$ cat src/rtl/predecode_stage.sv
// Pre-decode stage: 2-entry packet FIFO between Fetch and Decode with static direct-branch prediction.
// Optional macro PD_BTFN_EN: predict backward conditional branches taken (BTFN).
module predecode_stage #(
    parameter int FPD_W = 75,
    parameter int PDD_W = 107
) (
    input  logic             clk,
    input  logic             rst,
    input  logic             FpD_valid,
    input  logic [FPD_W-1:0] FpD_BUS,
    output logic             pD_allowin,
    output logic [32:0]      predict_BUS,
    input  logic             flush,
    output logic             pDD_valid,
    output logic [PDD_W-1:0] pDD_BUS,
    input  logic             D_allowin
);

    typedef enum logic {S_RUN, S_SQUASH} state_t;

    state_t            state_q, state_d;
    logic [31:0]       wait_pc_q;
    logic [32:0]       predict_q;
    logic [1:0]        count_q;
    logic              wr_ptr_q, rd_ptr_q;
    logic [PDD_W-1:0]  mem_q [2];

    logic [31:0] in_pc, in_inst, off_b, off_c, pred_target;
    logic [7:0]  in_ecode;
    logic [5:0]  op;
    logic        in_ex, in_esub, pred_taken, accept, fire, enq, deq;
    logic        unused_req;
    logic [PDD_W-1:0] pkt_out;

    assign in_pc      = FpD_BUS[74:43];
    assign in_inst    = FpD_BUS[42:11];
    assign unused_req = FpD_BUS[10];
    assign in_ex      = FpD_BUS[9];
    assign in_ecode   = FpD_BUS[8:1];
    assign in_esub    = FpD_BUS[0];
    assign op         = in_inst[31:26];

    assign off_b = {{4{in_inst[9]}}, in_inst[9:0], in_inst[25:10], 2'b00};
    assign off_c = {{14{in_inst[25]}}, in_inst[25:10], 2'b00};

    always_comb begin
        pred_taken  = 1'b0;
        pred_target = in_pc + 32'd4;
        case (op)
            6'b010100, 6'b010101: begin
                pred_taken  = 1'b1;
                pred_target = in_pc + off_b;
            end
            6'b010110, 6'b010111, 6'b011000, 6'b011001, 6'b011010, 6'b011011: begin
`ifdef PD_BTFN_EN
                pred_taken  = in_inst[25];
                pred_target = in_pc + off_c;
`else
                pred_taken  = 1'b0;
`endif
            end
            default: pred_taken = 1'b0;
        endcase
        if (in_ex) pred_taken = 1'b0;
    end

    assign pkt_out = {in_pc, in_inst, pred_taken, pred_target, in_ex, in_ecode, in_esub};

    assign pD_allowin = (count_q != 2'd2);
    assign pDD_valid  = (count_q != 2'd0);
    assign pDD_BUS    = mem_q[rd_ptr_q];
    assign predict_BUS = predict_q;

    // Dropped wrong-path packets still handshake with Fetch (fire without enq).
    assign fire = FpD_valid & pD_allowin & ~flush;
    assign enq  = fire & accept;
    assign deq  = pDD_valid & D_allowin & ~flush;

    always_ff @(posedge clk) begin
        if (rst || flush) state_q <= S_RUN;
        else              state_q <= state_d;
    end

    always_comb begin
        state_d = state_q;
        if (enq) state_d = pred_taken ? S_SQUASH : S_RUN;
    end

    always_comb begin
        accept = (state_q == S_RUN) || (in_pc == wait_pc_q);
    end

    always_ff @(posedge clk) begin
        if (rst) begin
            wait_pc_q <= '0;
        end else if (enq && pred_taken) begin
            wait_pc_q <= pred_target;
        end
    end

    always_ff @(posedge clk) begin
        if (rst || flush)          predict_q <= '0;
        else if (enq && pred_taken) predict_q <= {1'b1, pred_target};
        else                        predict_q <= '0;
    end

    always_ff @(posedge clk) begin
        if (rst || flush) begin
            count_q  <= '0;
            wr_ptr_q <= 1'b0;
            rd_ptr_q <= 1'b0;
        end else begin
            if (enq) wr_ptr_q <= ~wr_ptr_q;
            if (deq) rd_ptr_q <= ~rd_ptr_q;
            case ({enq, deq})
                2'b10:   count_q <= count_q + 2'd1;
                2'b01:   count_q <= count_q - 2'd1;
                default: count_q <= count_q;
            endcase
        end
    end

    always_ff @(posedge clk) begin
        if (rst) begin
            mem_q[0] <= '0;
            mem_q[1] <= '0;
        end else if (enq) begin
            mem_q[wr_ptr_q] <= pkt_out;
        end
    end

endmodule

$ cat config.mk
export PLATFORM = sky130hd
export DESIGN_NAME = predecode_stage
export DESIGN_NICKNAME = d
export VERILOG_FILES = /design/src/rtl/predecode_stage.sv
export SDC_FILE = /design/constraint.sdc
export NUM_CORES = 1
export LEC_CHECK = 0
export BUFFER_PORTS_ARGS = -buffer_cell sky130_fd_sc_hd__buf_2
export CAP_MARGIN = 5
export CORE_MARGIN = 2
export CORE_UTILIZATION = 45
export CTS_CLUSTER_SIZE = 20
export DETAILED_ROUTE_END_ITERATION = 7
export GPL_TIMING_DRIVEN = 0
export PLACE_DENSITY = 0.76
export SLEW_MARGIN = 20
export SYNTH_ARGS = -nofsm -noshare
export SYNTH_HDL_FRONTEND = slang
export SYNTH_SLANG_ARGS = --single-unit
$ cat constraint.sdc
create_clock -name clk -period 11.7 [get_ports clk]
set_input_delay 0.585 -clock clk [delete_from_list [all_inputs] [get_ports clk]]
set_output_delay 0.585 -clock clk [all_outputs]
set_load 0.01 [all_outputs]
==> run_results.csv <==
group,metric,value,unit
timing,setup_tns,0,ns
clocking,clkTransAtPathRegs,0.06,ns
clocking,clkLatencyLatePin,0.57,ns
finish,layout_commonest_cell,"buf_2",
setup_path,worstSetupEndpointType,"flop",
timing,worst_slew_pin_slew,1.09,ns
clocking,cts_buffer_depth,3,
synth,synth_top_area_frac,0.473,
clocking,ctsHoldBuffers,0,
global_routing,first_global_vias,9432,
synth,syn-num-nets,1218,
setup_path,r2r_start,"wait_pc_q[31]",
power_and_ir_drop,clkPwrFrac,0.420,
die,initial_core_util,0.454,
drt,num_vias,9598,
synth,synthSimpleGateAreaFrac,0.164,
setup_path,cpLargestDelayFamily,"simple AND/OR/NAND/NOR gates",
die,die_w,176,µm
drt,drc,0,
die,core,29400,µm²
power_and_ir_drop,intPower,1.77,mW
clocking,htree_num_levels,1,
setup_path,arrival,4.54,ns
global_routing,overflow,0,
power_and_ir_drop,swShare,0.234,
setup_path,critical-path-max-stage-delay,0.47,ns
drt,drt_iter0_markers,865,
global_routing,grt_usage,0.232,
drt,wl_met1,14600,µm
clocking,root_buffer,"clkbuf_16",
setup_path,crit_start,"FpD_BUS[42]",
min_path,worstHoldStart,"FpD_BUS[2]",
drt,wl_per_cell,20.7,µm
finish,layout-drive-gt1-share,0.308,
synth,syn_area,13300,µm²
global_routing,grt_max_degree,46,
drt,postRouteAntennaNets,0,
power_and_ir_drop,pwr-share-comb,0.093,
setup_path,critPathKind,"input port to flop",
global_routing,grt_pass1_wl,54500,µm
finish,areaGrowthSynthToFinish,20.9,%
setup_path,cp-start-kind,"input port",
synth,synth_area_leader_cell,"edfxtp_1",
setup_path,cp_num_buf_inv,3,
drt,viasPerCell,5.39,
finish,final_cell_mix,"buf_2, edfxtp_1, nor2_1",
clocking,cts_sinks,281,
timing,max-slew-margin-rel,0.277,
power_and_ir_drop,power_density,143,nW/µm²
synth,ys_seq_area_frac,0.579,
setup_path,crit_path_max_fanout,10,
clocking,cts_tree,"built",
finish,multiInputGateArea,5250,µm²
min_path,hp-class,"input port to flop",
clocking,post_cts_resized,0,
synth,synthAdderAreaFrac,0.0296,
drt,drtPass1Iterations,5,
synth,yosys_most_used_dff,"edfxtp_1",
die,die_h,176,µm
finish,nNetsFinal,1477,
clocking,post_cts_buffers,0,
synth,synthTopCellsByArea,"edfxtp_1, dfxtp_1, mux2_2",
timing,rsz0062_at_grt,"false",
power_and_ir_drop,power_frac_seq,0.486,
synth,synth_edf_count,210,
placement,place_congestion,0.913,
drt,met3_length,2780,µm
power_and_ir_drop,p_leak,7.09,nW
synth,synthXorXnorAreaFrac,0.0400,
synth,synthMuxAreaShare,0.0939,
power_and_ir_drop,p_sw,0.540,mW
die,dieArea,31000,µm²
finish,num-fill-cells,2485,
synth,yosys_warnings,0,
outcome,outcome,"completed",
timing,fin_ws,7.44,ns
synth,ys_seq_elements,281,
setup_path,worstPathCellList,"buf_2 -> nor2_1 -> and4b_1 -> clkbuf_1 -> clkbuf_1 -> nand2_1 -> fa_1 -> nand2b_1 -> a21o_1 -> and4_1 -> or2_4 -> o311ai_4 -> a31oi_1 -> xor2_1 -> nor2_1",
die,rows,63,
finish,fin_cells,1782,
timing,fmax,235,MHz
timing,finalMaxSlewViolations,0,
synth,ys_async_sr_fraction,0,
timing,min_period,4.26,ns
global_routing,antenna_found_initial,3,
setup_path,required,11.98,ns
placement,place_ws,6.93,ns
die,ios,222,
placement,dp.cells,1724,
drt,dr_wl_met2,17900,µm
timing,setup_violations,0,
power_and_ir_drop,ir_drop,0.132,mV
synth,syn-instance-count,1107,
finish,seqCellArea,7730,µm²
synth,synth_cell_types,65,
synth,synth_compound_gate_area_share,0.0648,
clocking,cts_buffers,30,
placement,port_buffers,220,
synth,synth_top_family_by_area,"simple AND/OR/NAND/NOR gates",
timing,finalHoldViolations,0,
timing,clock_skew,0.0259,ns
synth,synth_area_per_cell,12.1,µm²
setup_path,crit_slowest_cell,"xor2_1",
drt,totalWireLength,36800,µm
timing,holdWs,0.303,ns
job,drv_cap,0,
placement,dp_hpwl,26800,µm
drt,topRoutingLayerUsed,"met5",
timing,finalCritPeriodShare,0.364,
[worst reg2reg max path, stage by stage (launching register included)]
cell and delay (ns):
dfxtp_1 0.32, xor2_1 0.20, nor4_1 0.48, nand4_1 0.18, o21ai_2 0.24, nand2_2 0.20
nor2_2 0.35, buf_4 0.32, nand2_1 0.11, buf_2 0.26, a21oi_1 0.14
[through the flow]
step	util	instance area (µm²)	power, mW
2_1_floorplan	-	13300	1.26
3_3_place_gp	0.508	14900	1.35
3_5_place_dp	0.514	15100	1.36
4_1_cts	0.549	16100	2.32
5_1_grt	0.549	16100	2.37
6_report	0.549	16100	2.30
[power by group through the flow]
stage	clock network, mW	logic [mW]	registers [mW]
floorplan	0	0.115	1.14
global placement	0	0.203	1.15
detailed placement	0	0.215	1.14
CTS	0.981	0.217	1.12
global route	1.02	0.232	1.12
finish	0.969	0.215	1.12
[routing by layer]
layer  vias up  GRT usage
met5         -          0
met4         4     0.0875
met3        92     0.0420
met2       411      0.394
met1      4603      0.295
li1       4488          -
[cell families after synthesis]
kind of cell | count (synthesis)
multiplexers | 112
AND/OR/NAND/NOR | 416
adder cells (fa/ha/maj) | 31
AO/OA/AOI/OAI | 117
buffers and inverters | 90
flip-flops | 281
XOR/XNOR | 60
[flip-flops by register name, indices dropped and copies added (netlist names), named ones only]
name         count
mem_q          210
state_q          1
rd_ptr_q         1
wr_ptr_q         1
wait_pc_q       32
count_q          2
predict_BUS     33
[area by class of cell]
class | instances | share of cell area
Multi-Input combinational cell | 736 | 0.325
Sequential cell | 281 | 0.479
Timing Repair Buffer | 227 | 0.0788
Antenna cell | 2 | 0.000310
Inverter | 24 | 0.00558
Clock inverter | 19 | 0.0131
Tap cell | 390 | 0.0302
Buffer | 66 | 0.0181
Clock buffer | 37 | 0.0494
[synthesized netlist by cell type, types with 2 or more instances]
| master | n |
|---|---|
| or2_2 | 2 |
| mux2_2 | 105 |
| nor3_1 | 12 |
| nor3b_1 | 3 |
| and4_1 | 3 |
| a21oi_1 | 26 |
| clkbuf_2 | 9 |
| o22ai_1 | 7 |
| nor4_1 | 9 |
| a31oi_1 | 7 |
| a221oi_2 | 3 |
| o21ai_0 | 11 |
| o211ai_1 | 3 |
| or3_1 | 5 |
| clkbuf_1 | 37 |
| a211oi_1 | 6 |
| dfxtp_1 | 71 |
| o21ai_1 | 3 |
| nand4_1 | 2 |
| nand2b_1 | 12 |
| nand2_1 | 30 |
| a311oi_2 | 2 |
| xnor2_1 | 14 |
| o21a_1 | 14 |
| buf_1 | 2 |
| and2_1 | 102 |
| nor2_1 | 137 |
| a21oi_2 | 2 |
| buf_4 | 4 |
| nor2b_1 | 3 |
| ha_1 | 30 |
| inv_1 | 24 |
| xor2_1 | 45 |
| nor3_2 | 2 |
| buf_2 | 14 |
| o31ai_1 | 4 |
| and3_1 | 78 |
| mux2i_1 | 7 |
| o21bai_1 | 5 |
| a21o_1 | 9 |
| edfxtp_1 | 210 |
| nand3_1 | 10 |
[worst paths after layout]
| check | cells after the start | end | slack [ns] |
|---|---|---|---|
| min reg2reg | 2 | wait_pc_q[26] | 0.47 |
| max | 15 | mem_q[1][40] | 7.44 |
| min | 2 | mem_q[0][2] | 0.30 |
| max reg2reg | 10 | mem_q[1][41] | 8.76 |
No activity file was read; power rests on OpenSTA's default activity.
